**config.mk**
```make
export PLATFORM = sky130hd
export DESIGN_NAME = mdr_load_unit
export DESIGN_NICKNAME = d
export VERILOG_FILES = /design/src/rtl/mdr_load_unit.sv
export SDC_FILE = /design/constraint.sdc
export NUM_CORES = 1
export LEC_CHECK = 0
export BUFFER_PORTS_ARGS = -buffer_cell sky130_fd_sc_hd__buf_2
export CORE_ASPECT_RATIO = 1.5
export CORE_UTILIZATION = 45
export CTS_BUF_LIST = sky130_fd_sc_hd__clkbuf_4 sky130_fd_sc_hd__clkbuf_8
export DETAILED_ROUTE_END_ITERATION = 8
export HOLD_SLACK_MARGIN = 0.08
export MAX_ROUTING_LAYER = met4
export PLACE_DENSITY = 0.76
export SLEW_MARGIN = 40
export SYNTH_ARGS = -nofsm -noshare
export SYNTH_HDL_FRONTEND = slang
export SYNTH_SLANG_ARGS = --single-unit
```
**constraint.sdc**
```tcl
create_clock -name clk -period 1.7 [get_ports clk]
set_clock_uncertainty 0.1 [all_clocks]
set_input_delay 0.085 -clock clk [delete_from_list [all_inputs] [get_ports clk]]
set_output_delay 0.085 -clock clk [all_outputs]
set_load 0.005 [all_outputs]
```
**src/rtl/mdr_load_unit.sv**
```systemverilog
`timescale 1ns/1ps
`default_nettype none
// ============================================================================
//  Module      : mdr_load_unit
//  Description : Memory-data-register load unit. Accepts a word, halfword or
//                byte load request, checks its alignment, issues a single
//                registered memory read strobe, and waits MEM_LATENCY cycles
//                for the read data. It then extracts the addressed byte and
//                halfword (big-endian lanes) and a zero-extended load result.
//                Misaligned requests skip the memory access entirely and are
//                reported through align_err alongside load_done.
//  Revision    : 1.0 - initial release
// ============================================================================
module mdr_load_unit #(
  parameter int MEM_LATENCY = 1
) (
  input  logic        clk,
  input  logic        reset,
  input  logic        load_start,
  input  logic [1:0]  load_type,
  input  logic [1:0]  addr_lo,
  input  logic [31:0] mem_data_in,
  output logic        mem_rd,
  output logic [7:0]  mdr_byte,
  output logic [15:0] mdr_half,
  output logic [31:0] load_data,
  output logic        load_done,
  output logic        align_err,
  output logic        busy
);

  // The wait counter is only 3 bits wide, so the latency must fit in 1..7.
  if (MEM_LATENCY < 1 || MEM_LATENCY > 7) begin : g_latency_check
    $error("mdr_load_unit: MEM_LATENCY must be in the range 1..7");
  end

  localparam logic [2:0] c_lat_init  = 3'(MEM_LATENCY);
  localparam logic [1:0] c_type_word = 2'b00;
  localparam logic [1:0] c_type_half = 2'b01;

  typedef enum logic [1:0] {
    ST_IDLE = 2'd0,
    ST_REQ  = 2'd1,
    ST_WAIT = 2'd2,
    ST_DONE = 2'd3
  } state_t;

  state_t      r_state;
  state_t      w_next_state;
  logic [1:0]  r_type;
  logic [1:0]  r_addr;
  logic [2:0]  r_cnt;
  logic        r_mem_rd;
  logic        r_load_done;
  logic        r_align_err;
  logic [7:0]  r_byte;
  logic [15:0] r_half;
  logic [31:0] r_data;

  logic        w_req_misaligned;
  logic        w_capture;
  logic        w_err_next;
  logic [7:0]  w_sel_byte;
  logic [15:0] w_sel_half;
  logic [31:0] w_sel_data;

  // Alignment of the incoming request: bytes are always aligned, reserved
  // type 11 behaves as a byte.
  always_comb begin
    w_req_misaligned = 1'b0;
    if (load_type == c_type_word) begin
      w_req_misaligned = (addr_lo != 2'b00);
    end else if (load_type == c_type_half) begin
      w_req_misaligned = addr_lo[0];
    end
  end

  // Next-state logic; capture fires on the last WAIT cycle.
  always_comb begin
    w_next_state = r_state;
    w_capture    = 1'b0;
    w_err_next   = 1'b0;
    case (r_state)
      ST_IDLE: begin
        if (load_start) begin
          if (w_req_misaligned) begin
            w_next_state = ST_DONE;
            w_err_next   = 1'b1;
          end else begin
            w_next_state = ST_REQ;
          end
        end
      end
      ST_REQ: begin
        w_next_state = ST_WAIT;
      end
      ST_WAIT: begin
        // A count of zero cannot occur here; treating it like one keeps the
        // FSM from stalling if it ever did.
        if (r_cnt <= 3'd1) begin
          w_capture    = 1'b1;
          w_next_state = ST_DONE;
        end
      end
      ST_DONE: begin
        w_next_state = ST_IDLE;
      end
      default: begin
        w_next_state = ST_IDLE;
      end
    endcase
  end

  // Big-endian lane selection driven by the latched address.
  always_comb begin
    w_sel_byte = mem_data_in[31:24];
    case (r_addr)
      2'b00:   w_sel_byte = mem_data_in[31:24];
      2'b01:   w_sel_byte = mem_data_in[23:16];
      2'b10:   w_sel_byte = mem_data_in[15:8];
      default: w_sel_byte = mem_data_in[7:0];
    endcase
    w_sel_half = r_addr[1] ? mem_data_in[15:0] : mem_data_in[31:16];
    if (r_type == c_type_word) begin
      w_sel_data = mem_data_in;
    end else if (r_type == c_type_half) begin
      w_sel_data = {16'b0, w_sel_half};
    end else begin
      w_sel_data = {24'b0, w_sel_byte};
    end
  end

  // State register.
  always_ff @(posedge clk or posedge reset) begin
    if (reset) begin
      r_state <= ST_IDLE;
    end else begin
      r_state <= w_next_state;
    end
  end

  // Request latch and wait counter.
  always_ff @(posedge clk or posedge reset) begin
    if (reset) begin
      r_type <= 2'b00;
      r_addr <= 2'b00;
      r_cnt  <= 3'd0;
    end else begin
      if (r_state == ST_IDLE && load_start) begin
        r_type <= load_type;
        r_addr <= addr_lo;
      end
      if (r_state == ST_REQ) begin
        r_cnt <= c_lat_init;
      end else if (r_state == ST_WAIT) begin
        r_cnt <= r_cnt - 3'd1;
      end
    end
  end

  // Registered strobes, decoded from the state being entered.
  always_ff @(posedge clk or posedge reset) begin
    if (reset) begin
      r_mem_rd    <= 1'b0;
      r_load_done <= 1'b0;
      r_align_err <= 1'b0;
    end else begin
      r_mem_rd    <= (w_next_state == ST_REQ);
      r_load_done <= (w_next_state == ST_DONE);
      r_align_err <= (w_next_state == ST_DONE) && w_err_next;
    end
  end

  // Data outputs change only on capture and otherwise hold between loads.
  always_ff @(posedge clk or posedge reset) begin
    if (reset) begin
      r_byte <= 8'h00;
      r_half <= 16'h0000;
      r_data <= 32'h0000_0000;
    end else if (w_capture) begin
      r_byte <= w_sel_byte;
      r_half <= w_sel_half;
      r_data <= w_sel_data;
    end
  end

  assign mem_rd    = r_mem_rd;
  assign load_done = r_load_done;
  assign align_err = r_align_err;
  assign mdr_byte  = r_byte;
  assign mdr_half  = r_half;
  assign load_data = r_data;
  assign busy      = (r_state != ST_IDLE);

endmodule
`default_nettype wire

```
==> reports/metrics.yaml, run 1 <==
logic_synthesis:
  syn_avg_cell_area_um2: 9.95
  yosysWarnings: 0
  netlist_area_um2: 3160
  synthCells: 317
  synth_cell_types: 28
  synth-seq-area-share_pct: 53.9
  synth-seq-cells: 68
  synth_nets: 361
cts:
  clk_pin_slew_ns: 0.08
  root_buffer: "clkbuf_8"
  clock_latency_ns: 0.35
  ctsHtreeMaxLevel: 3
  cts_tree: "built"
  cts_buffer_depth: 2
  cts.sinks: 68
  cts_buffers: 9
critical_path:
  critPathArrivalTime_ns: 1.87
  crit_path_end_kind: "flop"
  required_ns: 1.89
  start_kind: "flop"
  ff2ff_path_depth: 7
  worstReg2RegEnd: "load_data[13]$_DFFE_PP0P_"
  r2r_start: "r_state[0]$_DFF_PP0_"
  rrSetupSlack_ns: 0.02
  worstSetupPathType: "reg2reg"
  crit_fanout: 9
global_routing:
  grt_pass1_wl_mm: 14.1
  grt_usage_pct: 25.7
  antenna_found_initial: 0
  grt_pass1_vias: 2924
  overflow: 0
  grt_max_degree: 69
cells_and_area:
  area_growth_pct: 42.8
  num_antenna_cells: 0
  fin_nets: 510
  layout-drive-gt1-share_pct: 32.7
  postLayoutCoreUtil_pct: 66.2
sta:
  slew_viol_final: 0
  fin_crit_ns: 1.68
  tightest_slew_ns: 0.496
  min_period_over_period_pct: 98.8
  finalHoldViolCount: 0
  finalSetupViolCount: 0
  fin_hold_ws_ns: 0.276
  slew_headroom_pct: 66.9
  clock.fmax_ghz: 0.595
detailed_routing:
  ant_nets: 0
  drtIter0Drc: 185
  drc_errors: 0
  routed_wirelength_mm: 8.98
  vias: 2908
  firstDrtPassIters: 5
  wl_per_cell_um: 16.4
  routed_via_density: 5.30
floorplan:
  initial_core_util_pct: 46.4
  fp.dieH_um: 105
  core_area_um2: 6810
  num_rows: 37
  die-width_um: 70.4
  io_pins: 99
  dieArea_um2: 7360
min_path:
  hp-class: "in2async"
job:
  maxCapViolations: 0
placed_design:
  dp_hpwl_mm: 5.95
  port_buffers: 98
  place_congestion: 0.820
power_and_ir_drop:
  p_leak_nw: 2.32
  peakVddDrop_mv: 1.09
  power_density_nw_per_um2: 1880
  p_total_mw: 8.47
run_status:
  run_status: "completed"
==> metal layers <==
layer / routed length (um) / GRT usage, %
met5: 0 / -
met4: 178 / 9.71
met3: 408 / 4.34
met2: 4830 / 45.2
met1: 3570 / 28.6
==> critical path, cell delays in order (launching register included) <==
cell and delay (ns):
dfrtp_1 0.41, inv_2 0.09, ha_1 0.19, nor3b_4 0.24
buf_6 0.17, nand2b_4 0.11, buf_4 0.16, o21ai_1 0.13
==> Yosys cell counts <==
cell	count	area [um^2]
mux2_2	13	146
dfrtp_1	68	1700
nor2_1	22	82.6
o21bai_1	1	7.51
inv_1	8	30.0
a2bb2oi_1	3	26.3
o21ai_1	8	40.0
nand2b_1	2	12.5
ha_1	5	62.6
o211ai_1	3	22.5
a21oi_1	19	95.1
buf_6	2	22.5
nor2_2	1	6.26
o22ai_1	4	25.0
and2b_1	1	7.51
o31a_1	2	17.5
clkbuf_1	7	26.3
nor3b_4	1	18.8
nor4_1	1	6.26
a31o_2	1	8.76
a31oi_1	1	6.26
mux2i_1	28	280
nand2b_2	1	8.76
o21ai_0	18	90.1
nand2_1	69	259
buf_2	8	40.0
nor2b_1	4	25.0
nand3_1	16	80.1
==> through the flow <==
step	TNS (ns)	std cells	setup slack, ns	area [um^2]
finish	0	549	0.0196	4510
global route	-0.251	549	-0.0364	4510
CTS	0	545	0.00173	4420
detailed placement	-0.0501	490	-0.0235	3810
global placement	0	490	0.0448	3810
floorplan	0	317	0.135	3160
==> how the worst max path moves through the flow <==
stage / startpoint / endpoint / slack (ns) / cells after the start
finish: r_state[0]$_DFF_PP0_ / load_data[13]$_DFFE_PP0P_ / 0.02 / 7
detailed placement: r_state[0]$_DFF_PP0_ / load_data[4]$_DFFE_PP0P_ / -0.02 / 6
floorplan: r_state[0]$_DFF_PP0_ / load_data[3]$_DFFE_PP0P_ / 0.14 / 6
CTS: r_state[1]$_DFF_PP0_ / align_err$_DFF_PP0_ / 0.002 / 5
global route: r_state[0]$_DFF_PP0_ / load_data[15]$_DFFE_PP0P_ / -0.04 / 7
global placement: r_state[0]$_DFF_PP0_ / load_data[6]$_DFFE_PP0P_ / 0.04 / 6
==> where the power goes <==
part	switching (mW)	total (mW)	internal [mW]
combinational	2.11	4.11	2.00
clock	0.634	1.45	0.819
sequential	0.526	2.91	2.38
total	3.27	8.47	5.20
==> flip-flops by register name (all words and copies together) (netlist names) <==
name	flops
mdr_byte	8
mdr_half	16
r_addr	2
r_type	2
mem_rd	1
load_data	32
align_err	1
r_state	2
load_done	1
r_cnt	3
==> cell type report <==
cell class,count,area [um^2]
fillers,548,2300
flip-flops and latches,68,1700
multi-input cells,224,1360
repair buffers,155,1100
clock buffers,9,124
well taps,78,97.6
clock inverters,7,91.3
inverters,8,33.8
==> cells by family after synthesis <==
kind of cell | after synthesis | synth area share, %
compound gates | 60 | 10.7
fa+ha+maj | 5 | 1.98
buf+inv | 25 | 3.77
flops | 68 | 53.9
mux | 41 | 13.5
simple gates | 118 | 16.1
==> cell usage in the layout (no fill, tap or decap), types with 4 or more instances in the layout <==
| cell type | count |
|---|---|
| clkbuf_8 | 9 |
| nand3_1 | 16 |
| nand2_1 | 69 |
| buf_12 | 5 |
| dlygate4sd3_1 | 38 |
| a21oi_1 | 19 |
| buf_2 | 98 |
| dfrtp_1 | 68 |
| inv_1 | 6 |
| nor2_1 | 22 |
| o21ai_0 | 18 |
| mux2_2 | 13 |
| mux2i_1 | 28 |
| buf_4 | 12 |
| nor2b_1 | 4 |
| o21ai_1 | 8 |
| ha_1 | 5 |
==> timing repair <==
item,4_1_cts,5_1_grt
endpoints found under the hold margin,124,0
setup endpoints to repair,4,35
gates resized for setup,1,5
hold buffers,38,0
gates cloned,0,1
buffers inserted,1,3
Power figures use the tool's default switching activity.
==> run 2: changes to the inputs <==
--- a/config.mk
+++ b/config.mk
@@ -12,7 +12,7 @@
 export DETAILED_ROUTE_END_ITERATION = 8
 export HOLD_SLACK_MARGIN = 0.08
 export MAX_ROUTING_LAYER = met4
-export PLACE_DENSITY = 0.76
+export PLACE_DENSITY = 0.73
 export SLEW_MARGIN = 40
 export SYNTH_ARGS = -nofsm -noshare
 export SYNTH_HDL_FRONTEND = slang
==> constraint.sdc (replaced) <==
create_clock -name clk -period 2 [get_ports clk]
set_clock_uncertainty 0.1 [all_clocks]
set_input_delay 0.1 -clock clk [delete_from_list [all_inputs] [get_ports clk]]
set_output_delay 0.1 -clock clk [all_outputs]
set_load 0.005 [all_outputs]
==> reports/metrics.yaml, run 2 (synthesis results as in run 1) <==
sta:
  min_period_over_period_pct: 88.3
  clock.fmax_ghz: 0.566
  tightest_slew_ns: 0.542
  finalHoldViolCount: 0
  slew_headroom_pct: 63.9
  fin_crit_ns: 1.77
  grt_setup_unrepaired: "false"
  fin_setup_tns_ns: 0
  slew_viol_final: 0
  finalSetupViolCount: 0
placed_design:
  place_congestion: 0.787
  port_buffers: 98
  dp_hpwl_mm: 5.81
power_and_ir_drop:
  peakVddDrop_mv: 0.902
  power_density_nw_per_um2: 1570
  p_total_mw: 6.82
  p_leak_nw: 2.24
cts:
  cts_buffer_depth: 2
  cts_buffers: 9
  clock_latency_ns: 0.35
  hold_buffers: 38
  post_cts_buffers: 0
  clk_pin_slew_ns: 0.07
  root_buffer: "clkbuf_8"
  cts_tree: "built"
  cts.sinks: 68
  ctsHtreeMaxLevel: 3
  cts_resized: 0
floorplan:
  core_area_um2: 6810
  die-width_um: 70.4
  fp.dieH_um: 105
  dieArea_um2: 7360
  num_rows: 37
  io_pins: 99
  initial_core_util_pct: 46.4
global_routing:
  overflow: 0
  grt_usage_pct: 24.8
  grt_max_degree: 69
  grt_pass1_wl_mm: 13.7
  grt_pass1_vias: 2836
  antenna_found_initial: 0
critical_path:
  crit_fanout: 5
  start_kind: "flop"
  cp_top_family: "flip-flops"
  cpMaxStageDelayCell: "dfrtp_1"
  crit_buf_inv: 1
  required_ns: 2.12
  worstSetupPathType: "reg2reg"
  crit_path_end_kind: "flop"
  critPathArrivalTime_ns: 1.89
  cp_cell_sequence: "inv_1 -> ha_1 -> mux2_2 -> o22ai_1 -> nor4_1"
  critPathMaxStageDelay_ns: 0.39
detailed_routing:
  routed_wirelength_mm: 8.39
  vias: 2830
  ant_nets: 0
  drc_errors: 0
  drtIter0Drc: 227
  firstDrtPassIters: 5
  routed_via_density: 5.27
  wl_per_cell_um: 15.6
cells_and_area:
  largest_register_ff_count: 32
  layout-drive-gt1-share_pct: 30.3
  final_cell_mix: "98 x buf_2, 69 x nand2_1, 68 x dfrtp_1"
  area_growth_pct: 37.7
  num_antenna_cells: 0
  layout.cells.most_common: "buf_2"
  fin_nets: 498
min_path:
  hp-class: "in2async"
run_status:
  run_status: "completed"
job:
  maxCapViolations: 0
-- run 2: path summary, 6_finish.rpt --
path / end / startpoint / cells past startpoint / slack, ns
setup / recovery: align_err$_DFF_PP0_ / r_state[1]$_DFF_PP0_ / 5 / 0.23
hold / removal: mdr_byte[6]$_DFFE_PP0P_ / reset / 4 / 0.24
setup reg to reg: align_err$_DFF_PP0_ / r_state[1]$_DFF_PP0_ / 5 / 0.23
hold reg to reg: load_data[29]$_DFFE_PP0P_ / load_data[29]$_DFFE_PP0P_ / 2 / 0.36
max in group asynchronous: mdr_half[4]$_DFFE_PP0P_ / reset / 4 / 1.23
min in group clk: load_data[29]$_DFFE_PP0P_ / load_data[29]$_DFFE_PP0P_ / 2 / 0.36
-- run 2: metrics by stage --
| stage | hold WS (ns) | util, % | cells | cell area (um^2) | setup WS (ns) |
|---|---|---|---|---|---|
| after global routing | 0.310 | 63.9 | 537 | 4350 | 0.0873 |
| after global placement | 0.101 | 55.0 | 483 | 3740 | 0.346 |
| after CTS | 0.281 | 63.9 | 537 | 4350 | 0.248 |
| after detailed placement | 0.106 | 55.0 | 483 | 3740 | 0.253 |
| after floorplan | 0.125 | - | 317 | 3160 | 0.0885 |
| final | 0.245 | 63.9 | 537 | 4350 | 0.234 |
-- run 2: final cells by class --
type                    count  area (um^2)
fillers                   573         2460
clock buffers              11          145
clock inverters             5         75.1
flip-flops and latches     68         1700
repair buffers            143          961
multi-input cells         224         1340
well taps                  78         97.6
inverters                   8         30.0
-- run 2: power by group --
group	switching [mW]	internal, mW	leakage, nW
logic	1.66	1.44	1.29
clock network	0.519	0.744	0.116
registers	0.440	2.03	0.839
-- run 2: per-layer routing --
| layer | up-vias | wire length (um) | GRT usage [%] |
|---|---|---|---|
| met5 | - | 0 | - |
| met4 | 0 | 125 | 9.57 |
| met3 | 13 | 347 | 2.89 |
| met2 | 92 | 4540 | 43.0 |
| met1 | 1372 | 3380 | 29.0 |
| li1 | 1353 | - | - |
-- run 2: worst reg2reg max path: cells and delay by family (launching register included) --
kind | cells | cell delay (ns)
flops | 1 | 0.39
simple gates | 1 | 0.11
mux | 1 | 0.36
buf+inv | 1 | 0.12
fa+ha+maj | 1 | 0.27
compound gates | 1 | 0.28
